==> src/rtl/dmem_pkg.sv <==
// Shared constants for the data-memory arbiter: default widths, grant encoding
// and the bit positions of the per-port starvation flags.
package dmem_pkg;

  localparam int AW_DEF = 8;
  localparam int DW_DEF = 8;

  typedef enum logic [1:0] {
    GNT_NONE = 2'd0,
    GNT_CPU  = 2'd1,
    GNT_P1   = 2'd2,
    GNT_P2   = 2'd3
  } gnt_e;

  // Also used as the request/grant bit index of each peripheral port
  localparam int STARVED_P1 = 0;
  localparam int STARVED_P2 = 1;

endpackage

==> src/rtl/dmem_arbiter_if.sv <==
// Bus bundle between the CPU, the display/event peripherals, the data RAM and
// the arbiter. The arbiter takes the slave view, the surroundings the master view.
interface dmem_arbiter_if
  import dmem_pkg::*;
#(
  parameter int AW = AW_DEF,
  parameter int DW = DW_DEF
);

  logic [AW-1:0] CPU_ADDR;
  logic [DW-1:0] CPU_WDATA;
  logic          CPU_WE;
  logic          CPU_RE;
  logic [DW-1:0] CPU_RDATA;

  logic          P1_VALID;
  logic [AW-1:0] P1_ADDR;
  logic          P1_READY;
  logic          P1_RVALID;
  logic [DW-1:0] P1_RDATA;

  logic          P2_VALID;
  logic [AW-1:0] P2_ADDR;
  logic [DW-1:0] P2_WDATA;
  logic          P2_READY;

  logic [AW-1:0] MEM_ADDR;
  logic [DW-1:0] MEM_WDATA;
  logic          MEM_WE;
  logic [DW-1:0] MEM_RDATA;

  logic [1:0]    STARVED;

  modport slave (
    input  CPU_ADDR, CPU_WDATA, CPU_WE, CPU_RE,
    input  P1_VALID, P1_ADDR,
    input  P2_VALID, P2_ADDR, P2_WDATA,
    input  MEM_RDATA,
    output CPU_RDATA, P1_READY, P1_RVALID, P1_RDATA, P2_READY,
    output MEM_ADDR, MEM_WDATA, MEM_WE, STARVED
  );

  modport master (
    output CPU_ADDR, CPU_WDATA, CPU_WE, CPU_RE,
    output P1_VALID, P1_ADDR,
    output P2_VALID, P2_ADDR, P2_WDATA,
    output MEM_RDATA,
    input  CPU_RDATA, P1_READY, P1_RVALID, P1_RDATA, P2_READY,
    input  MEM_ADDR, MEM_WDATA, MEM_WE, STARVED
  );

endinterface

==> src/rtl/dmem_arbiter_rr_arb2.sv <==
// Two-way round-robin arbiter: on a tie the requester not granted most recently
// wins. The last-grant flop only moves when a grant is actually issued.
module rr_arb2 (
  input  logic       CLK,
  input  logic       RESET,
  input  logic [1:0] req_i,
  input  logic       inhibit_i,
  output logic [1:0] gnt_o
);

  // 0: requester 0 granted last, 1: requester 1 granted last
  logic last_q;
  logic last_d;

  always_comb begin
    gnt_o = 2'b00;
    if (!inhibit_i) begin
      if (req_i[0] && (!req_i[1] || last_q)) begin
        gnt_o[0] = 1'b1;
      end else if (req_i[1]) begin
        gnt_o[1] = 1'b1;
      end
    end
  end

  always_comb begin
    last_d = last_q;
    if (gnt_o[0]) begin
      last_d = 1'b0;
    end else if (gnt_o[1]) begin
      last_d = 1'b1;
    end
  end

  // Reset to "requester 1 last" so requester 0 wins the first tie
  always_ff @(posedge CLK) begin
    if (RESET) begin
      last_q <= 1'b1;
    end else begin
      last_q <= last_d;
    end
  end

endmodule

==> src/rtl/dmem_arbiter.sv <==
// Data-RAM arbiter: the CPU owns the RAM whenever it loads or stores; the display
// reader (P1) and event writer (P2) share idle cycles round-robin.
module dmem_arbiter
  import dmem_pkg::*;
#(
  parameter int AW           = AW_DEF,
  parameter int DW           = DW_DEF,
  parameter int STARVE_LIMIT = 64
) (
  input  logic           CLK,
  input  logic           RESET,
  dmem_arbiter_if.slave  bus
);

  localparam int CW = $clog2(STARVE_LIMIT + 1);
  localparam logic [CW-1:0] LIMIT = CW'(STARVE_LIMIT);

  logic          cpu_act;
  logic [1:0]    port_valid;
  logic [1:0]    rr_gnt;
  logic [1:0]    starved;
  gnt_e          grant;
  logic [AW-1:0] mem_addr;
  logic [DW-1:0] mem_wdata;
  logic          mem_we;
  logic          p1_rvalid_q;
  logic [DW-1:0] p1_rdata_q;

  assign cpu_act = bus.CPU_WE | bus.CPU_RE;

  assign port_valid[STARVED_P1] = bus.P1_VALID;
  assign port_valid[STARVED_P2] = bus.P2_VALID;

  // Reset inhibits the peripherals so nothing fires while it is held
  rr_arb2 u_rr (
    .CLK       (CLK),
    .RESET     (RESET),
    .req_i     (port_valid),
    .inhibit_i (cpu_act | RESET),
    .gnt_o     (rr_gnt)
  );

  always_comb begin
    grant = GNT_NONE;
    if (cpu_act) begin
      grant = GNT_CPU;
    end else if (rr_gnt[STARVED_P1]) begin
      grant = GNT_P1;
    end else if (rr_gnt[STARVED_P2]) begin
      grant = GNT_P2;
    end
  end

  always_comb begin
    mem_addr  = bus.CPU_ADDR;
    mem_wdata = bus.CPU_WDATA;
    mem_we    = 1'b0;
    case (grant)
      GNT_CPU: mem_we = bus.CPU_WE;
      GNT_P1:  mem_addr = bus.P1_ADDR;
      GNT_P2: begin
        mem_addr  = bus.P2_ADDR;
        mem_wdata = bus.P2_WDATA;
        mem_we    = 1'b1;
      end
      default: ;
    endcase
    // A CPU store presented during reset must not reach the RAM
    if (RESET) begin
      mem_we = 1'b0;
    end
  end

  assign bus.MEM_ADDR  = mem_addr;
  assign bus.MEM_WDATA = mem_wdata;
  assign bus.MEM_WE    = mem_we;
  assign bus.CPU_RDATA = bus.MEM_RDATA;
  assign bus.P1_READY  = rr_gnt[STARVED_P1];
  assign bus.P2_READY  = rr_gnt[STARVED_P2];

  always_ff @(posedge CLK) begin
    if (RESET) begin
      p1_rvalid_q <= 1'b0;
      p1_rdata_q  <= '0;
    end else begin
      p1_rvalid_q <= rr_gnt[STARVED_P1];
      if (rr_gnt[STARVED_P1]) begin
        p1_rdata_q <= bus.MEM_RDATA;
      end
    end
  end

  assign bus.P1_RVALID = p1_rvalid_q;
  assign bus.P1_RDATA  = p1_rdata_q;

  generate
    for (genvar gi = 0; gi < 2; gi++) begin : g_starve
      logic [CW-1:0] cnt_q;
      logic [CW-1:0] cnt_d;
      logic          starved_q;
      logic          starved_d;

      always_comb begin
        cnt_d = cnt_q;
        if (!port_valid[gi] || rr_gnt[gi]) begin
          cnt_d = '0;
        end else if (cnt_q != LIMIT) begin
          cnt_d = cnt_q + CW'(1);
        end
        starved_d = starved_q | (cnt_d == LIMIT);
      end

      always_ff @(posedge CLK) begin
        if (RESET) begin
          cnt_q     <= '0;
          starved_q <= 1'b0;
        end else begin
          cnt_q     <= cnt_d;
          starved_q <= starved_d;
        end
      end

      assign starved[gi] = starved_q;
    end
  endgenerate

  assign bus.STARVED = starved;

endmodule

==> src/flat_wrapper.sv <==
// flat-port wrapper written by rule: the top's interface ports become plain ports
module dmem_arbiter_flat import dmem_pkg::*;
#(
  parameter int AW           = AW_DEF,
  parameter int DW           = DW_DEF,
  parameter int STARVE_LIMIT = 64
)
  (CLK, RESET, bus_CPU_ADDR, bus_CPU_WDATA, bus_CPU_WE, bus_CPU_RE, bus_P1_VALID, bus_P1_ADDR, bus_P2_VALID, bus_P2_ADDR, bus_P2_WDATA, bus_MEM_RDATA, bus_CPU_RDATA, bus_P1_READY, bus_P1_RVALID, bus_P1_RDATA, bus_P2_READY, bus_MEM_ADDR, bus_MEM_WDATA, bus_MEM_WE, bus_STARVED);
  dmem_arbiter_if #(.AW(AW), .DW(DW)) bus_i ();
  input  logic CLK;
  input  logic RESET;
  input wire logic [$bits(bus_i.CPU_ADDR)-1:0] bus_CPU_ADDR;
  input wire logic [$bits(bus_i.CPU_WDATA)-1:0] bus_CPU_WDATA;
  input wire logic [$bits(bus_i.CPU_WE)-1:0] bus_CPU_WE;
  input wire logic [$bits(bus_i.CPU_RE)-1:0] bus_CPU_RE;
  input wire logic [$bits(bus_i.P1_VALID)-1:0] bus_P1_VALID;
  input wire logic [$bits(bus_i.P1_ADDR)-1:0] bus_P1_ADDR;
  input wire logic [$bits(bus_i.P2_VALID)-1:0] bus_P2_VALID;
  input wire logic [$bits(bus_i.P2_ADDR)-1:0] bus_P2_ADDR;
  input wire logic [$bits(bus_i.P2_WDATA)-1:0] bus_P2_WDATA;
  input wire logic [$bits(bus_i.MEM_RDATA)-1:0] bus_MEM_RDATA;
  output wire logic [$bits(bus_i.CPU_RDATA)-1:0] bus_CPU_RDATA;
  output wire logic [$bits(bus_i.P1_READY)-1:0] bus_P1_READY;
  output wire logic [$bits(bus_i.P1_RVALID)-1:0] bus_P1_RVALID;
  output wire logic [$bits(bus_i.P1_RDATA)-1:0] bus_P1_RDATA;
  output wire logic [$bits(bus_i.P2_READY)-1:0] bus_P2_READY;
  output wire logic [$bits(bus_i.MEM_ADDR)-1:0] bus_MEM_ADDR;
  output wire logic [$bits(bus_i.MEM_WDATA)-1:0] bus_MEM_WDATA;
  output wire logic [$bits(bus_i.MEM_WE)-1:0] bus_MEM_WE;
  output wire logic [$bits(bus_i.STARVED)-1:0] bus_STARVED;
  assign bus_i.CPU_ADDR = bus_CPU_ADDR;
  assign bus_i.CPU_WDATA = bus_CPU_WDATA;
  assign bus_i.CPU_WE = bus_CPU_WE;
  assign bus_i.CPU_RE = bus_CPU_RE;
  assign bus_i.P1_VALID = bus_P1_VALID;
  assign bus_i.P1_ADDR = bus_P1_ADDR;
  assign bus_i.P2_VALID = bus_P2_VALID;
  assign bus_i.P2_ADDR = bus_P2_ADDR;
  assign bus_i.P2_WDATA = bus_P2_WDATA;
  assign bus_i.MEM_RDATA = bus_MEM_RDATA;
  assign bus_CPU_RDATA = bus_i.CPU_RDATA;
  assign bus_P1_READY = bus_i.P1_READY;
  assign bus_P1_RVALID = bus_i.P1_RVALID;
  assign bus_P1_RDATA = bus_i.P1_RDATA;
  assign bus_P2_READY = bus_i.P2_READY;
  assign bus_MEM_ADDR = bus_i.MEM_ADDR;
  assign bus_MEM_WDATA = bus_i.MEM_WDATA;
  assign bus_MEM_WE = bus_i.MEM_WE;
  assign bus_STARVED = bus_i.STARVED;
  dmem_arbiter #(.AW(AW), .DW(DW), .STARVE_LIMIT(STARVE_LIMIT)) u_core (.CLK(CLK), .RESET(RESET), .bus(bus_i));
endmodule
==> config.mk <==
export PLATFORM = sky130hd
export DESIGN_NAME = dmem_arbiter_flat
export DESIGN_NICKNAME = d
export VERILOG_FILES = /design/src/rtl/dmem_pkg.sv /design/src/rtl/dmem_arbiter_if.sv /design/src/rtl/dmem_arbiter_rr_arb2.sv /design/src/rtl/dmem_arbiter.sv /design/src/flat_wrapper.sv
export SDC_FILE = /design/constraint.sdc
export NUM_CORES = 1
export LEC_CHECK = 0
export BUFFER_PORTS_ARGS = -buffer_cell sky130_fd_sc_hd__clkbuf_2
export CAP_MARGIN = 25
export CORE_MARGIN = 3
export CORE_UTILIZATION = 47
export DETAILED_ROUTE_END_ITERATION = 8
export GPL_TIMING_DRIVEN = 0
export PLACE_DENSITY = 0.95
export SYNTH_ARGS = -nofsm -noshare
export SYNTH_HDL_FRONTEND = slang
export SYNTH_SLANG_ARGS = --single-unit
==> constraint.sdc <==
create_clock -name CLK -period 3.9 [get_ports CLK]
set_clock_uncertainty 0.1 [all_clocks]
set_input_delay 0.39 -clock CLK [delete_from_list [all_inputs] [get_ports CLK]]
set_output_delay 0.39 -clock CLK [all_outputs]
set_load 0.1 [all_outputs]
-- After elaboration in Yosys (flattened, before gate mapping)
Index checks and enable logic that the tools add are counted.
- register bits after elaboration: 26
- input port bits: 54
- output and inout port bits: 38
- logic and storage cells: 44
- reductions and logical operators: 7
- mux-type cells: 17
- bitwise operators: 4
- $add $sub $neg: 2
- equality and inequality tests: 7
- operator list (kind ; count):
    2-to-1 mux 7 bit ; 4
    case mux 8 bit (2 select lines) ; 1
    adder 7 x 1 -> 7 bit, second input constant ; 2
    == test 7 bit, second input constant ; 2
    inequality test 7 bit, second input constant ; 2
    2-to-1 mux 2 bit ; 4
    2-to-1 mux 8 bit ; 1
    2-to-1 mux 1 bit ; 6
    == test 2 bit, second input constant ; 2
    bitwise OR 1 bit ; 4
    logical OR 1 bit ; 3
    == test 2 x 1 -> 1 bit, second input constant ; 1
    zero test 1 bit ; 2
    case mux 1 bit (2 select lines) ; 1
    nonzero test 2 bit ; 1
    logical AND 1 bit ; 1

-- Depth between registers and ports, before layout
- word-level depth: 11
- depth in mapped cells: 6
- gate-level depth less buffers: 6

-- By module
A second synthesis with hierarchy kept.
- cells, all modules: 202
- area, all modules: 1671.6 um^2
- by module, submodules not included (module ; instances ; sequential area each (um^2) ; cells each ; area each (um^2)):
    dmem_arbiter ; 1 ; 500.5 ; 194 ; 1601.5
    rr_arb2 ; 1 ; 20.0 ; 8 ; 70.1

-- Worst setup path after synthesis
No wires, ideal clock.
- path type: input to output
- from: input port bus_P1_VALID
- to: output port bus_MEM_WE
- setup slack: 0.579 ns
- path buffers: 1
- data required time: 3.410 ns
- cell stages on the path: 6
- arrival time: 2.831 ns
- path through: a211oi_1 -> nand2_2 -> clkinv_1 -> buf_2 -> nor2_1 -> nor2_1
- word-level cells in the longest chain between the ends: 9
- elaborated cells between the ends (all ways): 11
- classes of those cells: 2 x eq/ne; 8 x mux; 1 x reduce/logical
- RTL lines (what ; RTL line ; RTL):
    start: declaration ; flat_wrapper.sv:16 ; input wire logic [$bits(bus_i.P1_VALID)-1:0] bus_P1_VALID;
    logical AND 1 bit * ; dmem_arbiter_rr_arb2.sv:18 ; if (req_i[0] && (!req_i[1] || last_q)) begin
    2-to-1 mux 1 bit * ; dmem_arbiter_rr_arb2.sv:18 ;
    2-to-1 mux 2 bit * ; dmem_arbiter_rr_arb2.sv:17 ; if (!inhibit_i) begin
    via bus_P2_READY ; flat_wrapper.sv:26 ; output wire logic [$bits(bus_i.P2_READY)-1:0] bus_P2_READY;
    2-to-1 mux 2 bit * ; dmem_arbiter.sv:49 ; end else if (rr_gnt[STARVED_P2]) begin
    2-to-1 mux 2 bit * ; dmem_arbiter.sv:47 ; end else if (rr_gnt[STARVED_P1]) begin
    2-to-1 mux 2 bit * ; dmem_arbiter.sv:45 ; if (cpu_act) begin
    == test 2 bit or == test 2 x 1 -> 1 bit (tied branches) ; dmem_arbiter.sv:58 ; case (grant)
    case mux 1 bit (2 select lines) * ; dmem_arbiter.sv:58 ;
    2-to-1 mux 1 bit * ; dmem_arbiter.sv:69 ; if (RESET) begin
    end: declaration ; flat_wrapper.sv:29 ; output wire logic [$bits(bus_i.MEM_WE)-1:0] bus_MEM_WE;
Mark *: on every way through the listed nets, which the timed path passes. The rest lies on a longest branch.

-- Final worst setup path
- from: register u_core.u_rr.last_q
- to: output port bus_MEM_WE
- word-level cells in the longest chain between the ends: 10
- elaborated cells between the ends (all ways): 12
- classes of those cells: 2 x eq/ne; 8 x mux; 2 x reduce/logical
- RTL lines (what ; RTL line ; RTL):
    start: declaration ; dmem_arbiter_rr_arb2.sv:12 ; logic last_q;
    start signal: assignment ; dmem_arbiter_rr_arb2.sv:40 ; last_q <= last_d;
    logical OR 1 bit * ; dmem_arbiter_rr_arb2.sv:18 ;
    logical AND 1 bit * ; dmem_arbiter_rr_arb2.sv:18 ;
    2-to-1 mux 1 bit ; dmem_arbiter_rr_arb2.sv:18 ;
    2-to-1 mux 2 bit * ; dmem_arbiter_rr_arb2.sv:17 ;
    2-to-1 mux 2 bit ; dmem_arbiter.sv:49 ;
    2-to-1 mux 2 bit * ; dmem_arbiter.sv:47 ;
    2-to-1 mux 2 bit * ; dmem_arbiter.sv:45 ;
    == test 2 bit or == test 2 x 1 -> 1 bit (tied branches) ; dmem_arbiter.sv:58 ;
    case mux 1 bit (2 select lines) * ; dmem_arbiter.sv:58 ;
    2-to-1 mux 1 bit * ; dmem_arbiter.sv:69 ;
Mark *: on every way between the ends. The rest lies on a longest branch, timed or not.

==> summary.md <==
| Metric | Value |
|---|---|
| Peak supply drop | `180 uV` |
| Layout fillers | `around 260` |
| Flop pwr share | `a little over two fifths` |
| Final hold vios | `0` |
| Net Sw Frac | `41.9%` |
| Initial core utilization | `between 50% and 60%` |
| Syn Nets | `roughly 270` |
| FF+latch count, synth | `26` |
| H-tree depth | `1` |
| Worst-path cell chain | `a211oi_1, nand2_2, clkinv_1, buf_2, nor2_1, nor2_1, clkbuf_2` |
| Grt ovf | `0` |
| Wirelength per Cell | `roughly 11 um` |
| Crit-path max FO | `10` |
| Fmax | `approximately 370 MHz` |
| Area Overhead vs Synth | `35.2%` |
| Setup CP Type | `flip-flop to primary output` |
| Min-delay worst type | `input port to flip-flop` |
| Average size of a mapped cell | `about 7.4 sq um` |
| CTS clk-pin slew, worst paths | `~0.15 ns` |
| Maxcap violations | `0` |
| Max-slew violation count | `0` |
| CTS tree | `yes` |
| Static Leakage | `between 1 and 1.5 nW` |
| Worst EP required | `about 3.4 ns` |
| Core area | `0.00310 sq mm` |
| Worst path slowest cell | `clkbuf_2` |
| Critical Path AT | `2.23 ns` |
| Synth top area cells | `dfxtp_1, nand2_1, buf_4` |
| Clock latency on the worst-skew pair | `about 0.33 ns` |
| CTS resizes | `0` |
| Tot GR Track Use | `between 20% and 30%` |
| Die footprint | `~0.004 sq mm` |
| Post-Route WL | `approximately 3800 um` |
| Worst Tran Pin Value | `around 0.56 ns` |
| Leading area contributor after synthesis | `dfxtp_1` |
| Seq/Total Area, Yosys | `between 30% and 40%` |
| Yosys cell types | `42` |
| CP endpoint kind | `primary output` |
| Max incr delay on CP | `0.48 ns` |
| Yosys warns | `0` |
| Hold Slack | `0.180 ns` |
| First DRT Iteration DRCs | `about 90` |
| Psw | `approximately 0.27 mW` |
| Commonest non-fill, non-tap cell in the layout | `clkbuf_2` |
| Buf/Inv on CP | `3` |
| Number of diodes | `0` |
| Via count | `about 1700` |
| Crit-path leading delay family | `buffers and inverters` |
| Die X | `roughly 64 um` |
| Clock Tree Root | `clkbuf_4` |
| Vias in the first global route | `1634` |
| Pin count of the biggest net entering global routing | `15` |
| Power after layout | `0.655 mW` |
| Initial antenna violation count | `0` |
| Post-Syn Instances | `210` |
| Vias per Instance | `around 4.9` |
| Top cell type's share of synthesized area | `roughly a third` |
| Hold_buf cts | `0` |
| Final GP Congestion | `between 0.8 and 0.9` |
| Input/output buffers | `91` |
| Most frequent cells in the layout | `clkbuf_2, nand2_1, dfxtp_1` |
| Part of the cycle the worst path needs | `between 60% and 70%` |
| Slew headroom | `about 63%` |
| DR pass1 iterations | `4` |
| # clock sinks | `26` |
| Std-Cell Rows | `20` |
| HPWL Detailed | `3180 um` |
| Mapped Area | `~0.0016 sq mm` |
| DRC viols | `0` |
| Critical path launch point type | `flip-flop` |
| Post-CTS Setup Inserts | `0` |
| First-pass GRT wire length | `6730 um` |
| Final setup viols | `0` |
| Crit path time final | `approximately 2.7 ns` |
| Layout cell share with drive strength beyond 1 | `about two fifths` |
| Cts bufs inserted | `3` |
| Pint | `between 0.3 and 0.4 mW` |
| Clk pwr share | `between 20% and 30%` |
| Power Density | `about 310 mW/mm^2` |
| R2R Setup Slk | `2.15 ns` |
| Most common cell on crit path | `nor2_1` |
| Fin nets | `364` |
| Combinational share of power | `37.0%` |
| Die Y | `approximately 64 um` |
| Outcome | `completed` |
| DRT antenna net count | `0` |
| Setup TNS Final | `0 ns` |
| Clk buf depth | `2` |
| # IOs | `about 90` |
| RSZ-0062 raised after global routing | `false` |
-- path summary, 6_finish.rpt --
| path | start | end | cells after the start |
|---|---|---|---|
| hold / removal | bus_MEM_RDATA[6] | u_core.bus.P1_RDATA[6] | 3 |
| setup reg to reg | u_core.g_starve[0].cnt_q[1] | u_core.g_starve[0].cnt_q[1] | 6 |
| hold reg to reg | u_core.bus.P1_RDATA[7] | u_core.bus.P1_RDATA[7] | 2 |
| setup / recovery | u_core.u_rr.last_q | bus_MEM_WE | 7 |
-- worst min-delay path: stages --
cell and delay [ns]:
clkbuf_2 0.09, nand2_1 0.05, a21oi_1 0.05
-- metrics by stage --
step	utilization, %	setup slack, ns	area [sq um]	instances
after detailed placement	66.6	1.37	2070	345
after global routing	67.7	0.973	2100	349
after floorplan	-	0.579	1560	210
after CTS	67.7	1.19	2100	349
final	67.7	1.18	2100	349
after global placement	66.6	1.38	2070	345
-- logic make-up after synthesis --
kind of cell / after synthesis / synth area share, %
mux: 4 / 2.65
compound gates: 27 / 12.4
buf+inv: 26 / 9.49
xor+xnor: 11 / 6.19
fa+ha+maj: 4 / 3.22
flops: 26 / 33.5
simple gates: 112 / 32.6
-- sequential cells by signal (all words and copies together), names as in the netlist --
signal	cells
u_core.g_starve.cnt_q	14
u_core.bus.P1_RDATA	8
u_core.g_starve.starved_q	2
u_core.bus.P1_RVALID	1
u_core.u_rr.last_q	1
-- layer usage --
layer  global-route usage, %  wire length [um]  vias up
met5                       0                 0        -
met4                    6.20                56        0
met3                    3.92               283        6
met2                    37.4              1950       64
met1                    22.6              1560      758
li1                        -                 -      883
-- layout make-up --
class                      instances  area, sq um  area share (%)
multi-input combinational        158          887            42.2
sequential                        26          520            24.8
timing repair buffer              91          455            21.7
buffer                            18          118            5.60
tap                               44         55.1            2.62
clock buffer                       4         36.3            1.73
inverter                           8         30.0            1.43
-- Yosys cell counts --
cell / number
nand2_1: 59
dfxtp_1: 26
nor2_1: 18
nand3_1: 13
buf_4: 10
a21oi_1: 8
a22oi_1: 8
inv_1: 6
xnor2_1: 6
nor3_1: 5
xor2_1: 5
buf_2: 4
ha_1: 4
a211oi_1: 3
clkbuf_1: 3
mux2i_1: 3
nor2b_1: 2
o21ai_0: 2
or2_2: 2
a32oi_1: 1
a41oi_1: 1
and2_1: 1
and2b_2: 1
and3_1: 1
and3_2: 1
and4b_1: 1
buf_6: 1
clkinv_1: 1
inv_2: 1
mux2_2: 1
nand2_2: 1
nand2b_1: 1
nand3_2: 1
nand4bb_1: 1
nor3_2: 1
nor4_1: 1
o311ai_0: 1
o31a_1: 1
o41ai_1: 1
o41ai_2: 1
or2b_1: 1
or3_1: 1
-- power groups by stage --
stage	Sequential (mW)	Combinational [mW]	Clock [mW]
floorplan	0.293	0.174	0
global placement	0.280	0.240	0
detailed placement	0.280	0.242	0
CTS	0.274	0.243	0.141
global route	0.275	0.255	0.151
finish	0.274	0.242	0.139
(Power assumes the default switching activity.)
